==> src/rtl/recuperador_memoria.sv <==
`default_nettype none
// ============================================================================
// Module      : recuperador_memoria
// Description : Keeps a private history of the results written through the
//               ULA memory-store path and recalls a selected past value as
//               an operand for the ULA input mux, under a valid/accept
//               handshake.
//
//   Build option RECUPERADOR_HISTORICO_EN:
//     defined   -> ring buffer of PROFUNDIDADE entries, 'anterior' steps
//                  the selection towards older entries.
//     undefined -> single register; 'anterior' ignored, 'indice' tied to 0,
//                  'contagem' is 0 or 1.
//
//   Ports:
//     clk, rst           clock (rising edge), synchronous active-high reset
//     carregar_memoria   store strobe, writes valor_entrada into history
//     valor_entrada[7:0] result being stored
//     recuperar          recall request (sampled in OCIOSO only)
//     anterior           select one entry older (sampled in OCIOSO only)
//     limpar             erase history and abort any recall (top priority)
//     aceito             consumer accepts operando
//     operando[7:0]      recalled value, stable while operando_valido
//     operando_valido    operando held and valid
//     ocupado            FSM busy with a recall
//     contagem[3:0]      number of valid entries
//     indice[2:0]        selected entry offset, 0 = newest
//     erro_vazio         one-cycle pulse: recall requested on empty history
//
// Revision    : 1.0 - initial release
// ============================================================================
module recuperador_memoria #(
    parameter int PROFUNDIDADE = 4
) (
    input  logic       clk,
    input  logic       rst,
    input  logic       carregar_memoria,
    input  logic [7:0] valor_entrada,
    input  logic       recuperar,
    input  logic       anterior,
    input  logic       limpar,
    input  logic       aceito,
    output logic [7:0] operando,
    output logic       operando_valido,
    output logic       ocupado,
    output logic [3:0] contagem,
    output logic [2:0] indice,
    output logic       erro_vazio
);

    typedef enum logic [1:0] {
        OCIOSO  = 2'd0,
        BUSCA   = 2'd1,
        ENTREGA = 2'd2
    } estado_t;

    estado_t    r_estado;
    estado_t    w_prox_estado;
    logic       r_fase;
    logic [7:0] r_operando;
    logic       r_erro;

    logic [7:0] w_leitura;
    logic [3:0] w_contagem;
    logic [2:0] w_indice;
    logic       w_escrita;
    logic       w_aceite;

    // A clear in the same cycle discards the write.
    assign w_escrita = carregar_memoria && !limpar;
    assign w_aceite  = (r_estado == ENTREGA) && aceito;

`ifdef RECUPERADOR_HISTORICO_EN
    localparam int c_PROF = PROFUNDIDADE;
    localparam int c_AW   = $clog2(c_PROF);

    logic [7:0]      r_mem [c_PROF];
    logic [c_AW-1:0] r_wp;
    logic [3:0]      r_contagem;
    logic [2:0]      r_indice;
    logic [c_AW-1:0] w_end_leitura;
    logic            w_passo;

    // Offset k lives at (wp-1-k); the c_AW-bit subtraction wraps naturally
    // because the depth is a power of two.
    assign w_end_leitura = r_wp - c_AW'(1) - r_indice[c_AW-1:0];
    assign w_leitura     = r_mem[w_end_leitura];

    // A step is discarded when a recall is requested in the same cycle, and
    // it saturates at the oldest valid entry.
    assign w_passo = (r_estado == OCIOSO) && anterior && !recuperar &&
                     (r_contagem != 4'd0) &&
                     (({1'b0, r_indice} + 4'd1) < r_contagem);

    always_ff @(posedge clk) begin
        if (w_escrita) begin
            r_mem[r_wp] <= valor_entrada;
        end
    end

    always_ff @(posedge clk) begin
        if (rst || limpar) begin
            r_wp       <= '0;
            r_contagem <= 4'd0;
            r_indice   <= 3'd0;
        end else if (w_escrita) begin
            r_wp     <= r_wp + c_AW'(1);
            r_indice <= 3'd0;
            if (r_contagem != 4'(c_PROF)) begin
                r_contagem <= r_contagem + 4'd1;
            end
        end else if (w_aceite) begin
            r_indice <= 3'd0;
        end else if (w_passo) begin
            r_indice <= r_indice + 3'd1;
        end
    end

    assign w_contagem = r_contagem;
    assign w_indice   = r_indice;
`else
    logic [7:0] r_mem_unico;
    logic       r_tem_valor;
    logic       w_unused;

    // Navigation and depth have no meaning with a single register.
    assign w_unused = anterior & (PROFUNDIDADE != 0);

    always_ff @(posedge clk) begin
        if (w_escrita) begin
            r_mem_unico <= valor_entrada;
        end
    end

    always_ff @(posedge clk) begin
        if (rst || limpar) begin
            r_tem_valor <= 1'b0;
        end else if (w_escrita) begin
            r_tem_valor <= 1'b1;
        end
    end

    assign w_leitura  = r_mem_unico;
    assign w_contagem = {3'b000, r_tem_valor};
    assign w_indice   = 3'd0;
`endif

    // ------------------------------------------------------------------
    // Recall FSM
    // ------------------------------------------------------------------
    always_ff @(posedge clk) begin
        if (rst) begin
            r_estado <= OCIOSO;
        end else begin
            r_estado <= w_prox_estado;
        end
    end

    always_comb begin
        w_prox_estado = r_estado;
        case (r_estado)
            OCIOSO: begin
                if (recuperar && (w_contagem != 4'd0)) begin
                    w_prox_estado = BUSCA;
                end
            end
            BUSCA: begin
                if (r_fase) begin
                    w_prox_estado = ENTREGA;
                end
            end
            ENTREGA: begin
                if (aceito) begin
                    w_prox_estado = OCIOSO;
                end
            end
            default: w_prox_estado = OCIOSO;
        endcase
        if (limpar) begin
            w_prox_estado = OCIOSO;
        end
    end

    // BUSCA spans two cycles: the first registers the selected entry into
    // operando, the second presents it, so the operand has been stable for a
    // full cycle before operando_valido rises.
    always_ff @(posedge clk) begin
        if (rst || limpar) begin
            r_fase <= 1'b0;
        end else if (r_estado == BUSCA) begin
            r_fase <= ~r_fase;
        end else begin
            r_fase <= 1'b0;
        end
    end

    // Read uses the registered history, so a same-cycle write is not seen.
    always_ff @(posedge clk) begin
        if (rst) begin
            r_operando <= 8'h00;
        end else if (!limpar && (r_estado == BUSCA) && !r_fase) begin
            r_operando <= w_leitura;
        end
    end

    always_ff @(posedge clk) begin
        if (rst) begin
            r_erro <= 1'b0;
        end else begin
            r_erro <= !limpar && (r_estado == OCIOSO) && recuperar &&
                      (w_contagem == 4'd0);
        end
    end

    assign operando        = r_operando;
    assign operando_valido = (r_estado == ENTREGA);
    assign ocupado         = (r_estado != OCIOSO);
    assign contagem        = w_contagem;
    assign indice          = w_indice;
    assign erro_vazio      = r_erro;

endmodule
`default_nettype wire

==> config.mk <==
export PLATFORM = sky130hd
export DESIGN_NAME = recuperador_memoria
export DESIGN_NICKNAME = d
export VERILOG_FILES = /design/src/rtl/recuperador_memoria.sv
export SDC_FILE = /design/constraint.sdc
export NUM_CORES = 1
export LEC_CHECK = 0
export ABC_AREA = 0
export BUFFER_PORTS_ARGS = -buffer_cell sky130_fd_sc_hd__buf_2
export CORE_UTILIZATION = 46
export DETAILED_ROUTE_END_ITERATION = 12
export PLACE_DENSITY = 0.84
export SKIP_CTS_REPAIR_TIMING = 1
export SYNTH_ARGS = -nofsm -noshare
export SYNTH_HDL_FRONTEND = slang
export SYNTH_SLANG_ARGS = --single-unit
==> constraint.sdc <==
create_clock -name clk -period 1.5 [get_ports clk]
set_clock_uncertainty 0.15 [all_clocks]
set_input_delay 0.225 -clock clk [delete_from_list [all_inputs] [get_ports clk]]
set_output_delay 0.225 -clock clk [all_outputs]
set_load 0.01 [all_outputs]
# Word-level counts from Yosys, hierarchy flattened
# Cells that the tools add are included.
[totals]
reg_bits = 21
output_inout_bits = 18
[classes]
eq_ne = 5
n_mux = 4
bitwise_logic = 2
reduce_logical = 16
[op_table]
columns = ["op", "n"]
rows = [
  ["1-bit logical AND", 7],
  ["2-bit 2-to-1 mux", 3],
  ["2-bit != test (second input constant)", 3],
  ["2-bit case mux with 3 select lines", 1],
  ["4-bit zero test", 1],
  ["2-bit OR reduction", 2],
  ["3-bit AND reduction", 1],
  ["2-bit by 1-bit == test with 1-bit output (second input constant)", 1],
  ["2-bit == test (second input constant)", 1],
  ["1-bit zero test", 2],
  ["2-bit zero test", 1],
  ["1-bit inverter", 2],
  ["2-bit nonzero test", 1],
  ["1-bit logical OR", 1],
]

# Longest topological paths before layout
# Gate-level depths: netlist of the first run.
[depth]
word_depth = 4
ltp_mapped = 3

# Worst setup path before layout of the first run
# OpenSTA, ideal clock, no wires.
[synth_path]
kind = "register -> register"
from = "reg r_estado[0]"
to = "reg r_operando[0] (netlist: operando[0])"
arrival_ns = 0.977
setup_slack_ns = 0.301
path_stages_with_launch = 4
path_buffers = 1
synth_period_minus_slack_ns = 1.199
path_cell_list = "dfxtp_1 > nor4b_2 > buf_4 > mux2i_1"
[synth_via]
elab_chain_len = 3
[synth_rtl]
columns = ["element", "line", "text"]
rows = [
  ["start: declaration", "57", "estado_t r_estado;"],
  ["start signal: assignment", "155", "r_estado <= w_prox_estado;"],
  ["2-bit by 1-bit == test with 1-bit output", "201", "end else if (!limpar && (r_estado == BUSCA) && !r_fase) begin"],
  ["1-bit logical AND (2 in series)", "201", ""],
  ["end signal: assignment", "202", "r_operando <= w_leitura;"],
  ["end: declaration", "60", "logic [7:0] r_operando;"],
]
# Every way passes these cells.
# A chain may end at the register's enable or synchronous reset.

# Worst setup path in the final report of the first run
[layout_path]
from = "reg r_estado[0]"
to = "out ocupado"
[layout_via]
elab_chain_len = 1
[layout_rtl]
columns = ["element", "line", "text"]
rows = [
  ["2-bit nonzero test", "217", "assign ocupado = (r_estado != OCIOSO);"],
  ["end: declaration", "45", "output logic ocupado,"],
]
# Every way passes these cells.

==> results.cfg, run 1 <==
[worst_setup_path]
path_class = flip-flop to output pin
endpoint_kind = output pin
cp_max_fo = 7
critPathLaunchType = flip-flop
reg2regPathDepth = 3
required_ps = 1120
crit_arrival_ps = 1040

[clock_tree]
cts_root_buf = clkbuf_4
cts_max_path_buffers = 2
cts_tree = yes
htreeDepth = 1
cts.sink_count = 21
clk_pin_slew_worst_paths_ps = 110
cts_buffers = 3
clkLatencyLatePin_ps = 290

[power_and_ir_drop]
p_leak_nw = 0.4710
pwr-share-comb_pct = 9.2
p_per_area_nw_per_um2 = 847.0
total_power_uw = 963.4
seqPwrFrac_pct = 64.1
ir_drop_mv = 0.8577
switching_share_pct = 20.60
clockPowerShare_pct = 26.7
p_sw_uw = 198.4
p_int_uw = 764.9

[global_routing]
grt_pass1_wl_mm = 1.759
antenna_found_initial = 0
grt_max_degree = 20
grt_usage_pct = 12.03
grt-ovfl-total = 0
grt_pass1_vias = 426

[logic_synthesis]
syn_area_um2 = 878.3
synth_area_per_cell_um2 = 12.37
synth_seq_cells = 21
yosysSeqAreaShare_pct = 56.98
synth_cell_types = 19
yosys_warnings = 0
synth_cells = 71

[finish]
final_common_cell = buf_2
area_growth_pct = 29.49
diodes = 0
fin_util_pct = 64.47
nFillCells = 146
layout.area.seq_um2 = 504.2
final_layout_size_suffix_gt1_share_pct = 34.26
multi_input_area_um2 = 324.1
final_net_count = 124
final_cell_mix = buf_2 (24), nand2b_1 (17), dfxtp_1 (12)
instances_no_fill = 133

[timing]
slew_violations = 0
min_period_over_period_pct = 94.56
period_minus_slack_ps = 1418
rsz0062_at_grt = no
max_freq_mhz = 705.0
final_hold_viol_count = 0
setup_viol = 0

[route]
routed_wl_mm = 1.326
wl_per_cell_um = 9.970
dr_total_vias = 604
dr.pass1.iters = 4
remaining_drc_errors = 0
drt_iter0_markers = 8
via_per_inst = 4.541
antenna_left = 0

[floorplan]
core_um2 = 1764
row_count = 15
io_pins = 33
start_util_pct = 49.79
die_h_um = 45.70
dieArea_um2 = 2088
fp.dieW_um = 45.70

[job]
max-cap-violations = 0

[hold_path]
min_path_type = primary input to flip-flop
hold_depth = 3

[place]
port_buffers = 25
place_congestion = 0.7018
dp.cells = 119

[run_status]
status = finished clean
metrics by stage:
stage,hold slack [ps],area [um^2],TNS [ps],worst slack (ps)
after global routing,27.57,1137,0,49.81
final,33.80,1137,0,81.57
after CTS,-60.06,1027,-12.59,-12.59
after global placement,251.8,1001,0,208.2
after floorplan,153.5,897.1,0,301.4
after detailed placement,253.1,1001,0,169.9
power groups by stage:
stage                     clock network (mW)  logic [mW]  registers [mW]
final                                  0.258      0.0884           0.617
after global routing                   0.293      0.0966           0.619
after CTS                              0.270      0.0690           0.619
after detailed placement                   0      0.0690           0.632
after global placement                     0      0.0670           0.631
after floorplan                            0      0.0526           0.632
flip-flops by register name, indices dropped and copies added, names as in the netlist:
register and count:
operando 8, erro_vazio 1, r_estado 2, r_mem_unico 8, r_tem_valor 1, r_fase 1
logic make-up after synthesis:
family	count (synthesis)	share of synthesized area (%)
other	1	0.4269
AO/OA/AOI/OAI	2	1.424
buffers and inverters	10	8.547
flip-flops	21	56.98
AND/OR/NAND/NOR	29	23.50
multiplexers	8	9.117
metal layers:
layer | vias to the layer above | global-route usage (%) | share of wire, %
li1 | 298 | - | -
met1 | 285 | 13.32 | 41
met2 | 21 | 22.00 | 53
met3 | 0 | 5.952 | 5.8
met4 | 0 | 0 | 0
met5 | - | 0 | 0
cells in the mapped netlist (all sizes together):
library cell,number,area share (%)
a211oi,1,0.86
a21oi,1,0.57
and2b,1,0.86
buf,9,8.1
clkbuf,1,0.43
conb,1,0.43
dfxtp,13,30
edfxtp,8,27
mux2i,8,9.1
nand2b,17,12
nand3b,2,1.7
nor2,1,0.43
nor2b,2,1.4
nor3,1,0.57
nor4b,2,3.4
or2,1,0.71
or3,1,1.3
or3b,1,1.0
worst max-delay path, stage by stage, from the launching register on:
cell	delay, ps
dfxtp_4	380
or2_4	250
buf_6	120
area by class of cell:
| cell class | count | share of cell area, % |
|---|---|---|
| clock buffers | 4 | 2.310 |
| multi-input cells | 45 | 28.49 |
| flip-flops and latches | 21 | 44.33 |
| well taps | 25 | 2.750 |
| repair buffers | 38 | 22.11 |
final timing paths:
path | start | endpoint | slack, ps
worst min register to register | r_estado[0] | erro_vazio | 320
worst min-delay path | aceito | r_estado[1] | 30
worst max-delay path | r_estado[0] | ocupado | 80
worst max register to register | r_estado[0] | r_estado[1] | 190
Note: power is estimated with default switching activity, not from simulation.
==> run 2, diff against run 1 <==
- RECOVER_POWER: unset -> 25
==> run 2 against run 1 <==
Largest cell class unchanged. Critical path depth unchanged. Hold slack worse by 1.2 ps. Combinational power down 2%. Largest power group unchanged.
==> results.cfg, run 2 (synthesized netlist as in run 1, its figures left out) <==
[worst_setup_path]
cp_cell_sequence = or2_4 -> buf_6
max_stage_delay_ps = 380
critPathLaunchType = flip-flop
startpoint = r_estado[0]
cpMaxStageDelayCell = dfxtp_4
required_ps = 1120
reg2regPathDepth = 3
endpoint_kind = output pin
r2r_setup_slack_ps = 190
r2r-end = r_estado[1]
r2r_start = r_estado[0]
path_class = flip-flop to output pin
cp_max_fo = 7
cp_num_buf_inv = 1
path_depth = 2
crit_end = ocupado
crit_arrival_ps = 1040
cp_top_family = flip-flops

[route]
routed_wl_mm = 1.328
remaining_drc_errors = 0
dr.pass1.iters = 4
dr_total_vias = 602
via_per_inst = 4.526
drt_iter0_markers = 8
antenna_left = 0
wl_per_cell_um = 9.985

[floorplan]
io_pins = 33
core_um2 = 1764
fp.dieW_um = 45.70
die_h_um = 45.70
dieArea_um2 = 2088
row_count = 15
start_util_pct = 49.79

[timing]
max_freq_mhz = 704.4
min_period_over_period_pct = 94.64
setup_viol = 0
slew_violations = 0
rsz0062_at_grt = no
final_hold_viol_count = 0
period_minus_slack_ps = 1420

[place]
dp.cells = 119
port_buffers = 25
place_congestion = 0.7018

[power_and_ir_drop]
total_power_uw = 962.6
ir_drop_mv = 0.8580
p_per_area_nw_per_um2 = 850.1
p_leak_nw = 0.4643

[global_routing]
grt_usage_pct = 12.03
grt_max_degree = 20
antenna_found_initial = 0
grt-ovfl-total = 0
grt_pass1_vias = 426
grt_pass1_wl_mm = 1.759

[clock_tree]
clkLatencyLatePin_ps = 300
cts_max_path_buffers = 2
cts_root_buf = clkbuf_4
cts_tree = yes
cts_buffers = 3
htreeDepth = 1
cts.sink_count = 21
clk_pin_slew_worst_paths_ps = 110

[finish]
diodes = 0
instances_no_fill = 133
area_growth_pct = 28.92
fin_util_pct = 64.18
final_cell_mix = buf_2 (23), nand2b_1 (17), dfxtp_1 (12)
final_net_count = 124
final_layout_size_suffix_gt1_share_pct = 32.41
final_common_cell = buf_2

[job]
max-cap-violations = 0

[hold_path]
min_path_type = primary input to flip-flop

[run_status]
status = finished clean
==> run 2: cell types whose count changed in the layout (fill, tap and decap cells not counted) <==
| cell | change |
|---|---|
| clkbuf_1 | +2 |
| buf_2 | -1 |
| buf_4 | -1 |
==> run 2: how the worst min path moves through the flow <==
stage	slack, ps	start	cells past startpoint	end
global route	30	carregar_memoria	3	r_tem_valor
finish	30	aceito	3	r_estado[1]
CTS	-60	valor_entrada[2]	1	r_mem_unico[2]
detailed placement	250	valor_entrada[5]	1	r_mem_unico[5]
floorplan	150	limpar	1	r_estado[1]
global placement	250	valor_entrada[1]	1	r_mem_unico[1]
==> run 2: tightest hold or removal path: cells and delay by family <==
family | cells | cell delay (ps)
compound gates | 1 | 60
buf+inv | 1 | 70
simple gates | 1 | 90
==> run 2: layer usage <==
metal | vias up | track usage [%] | routed length [um]
met5 | - | 0 | 0
met4 | 0 | 0 | 0
met3 | 0 | 5.952 | 67
met2 | 21 | 22.00 | 705
met1 | 283 | 13.32 | 554
li1 | 298 | - | -
==> run 2: final cells by class <==
type | instances | area, um^2
Sequential cell | 21 | 504.2
Clock buffer | 4 | 26.28
Timing Repair Buffer | 38 | 246.5
Multi-Input combinational cell | 45 | 324.1
Fill cell | 148 | 631.9
Tap cell | 25 | 31.28
==> run 2: power by group <==
group / total, mW / switching, mW / internal, mW / leakage, nW
Sequential: 0.617 / 0.00699 / 0.610 / 0.181
Clock: 0.258 / 0.155 / 0.103 / 0.0150
Combinational: 0.0867 / 0.0371 / 0.0496 / 0.268
Total: 0.963 / 0.199 / 0.763 / 0.464
==> run 2: stage by stage <==
stage	setup TNS, ps	area, um^2	setup WS, ps	hold WS [ps]
2_1_floorplan	0	897.1	301.4	153.5
3_3_place_gp	0	1001	208.2	251.8
3_5_place_dp	0	1001	169.9	253.1
4_1_cts	-12.59	1027	-12.59	-60.06
5_1_grt	0	1132	49.81	27.57
6_report	0	1132	80.38	32.64
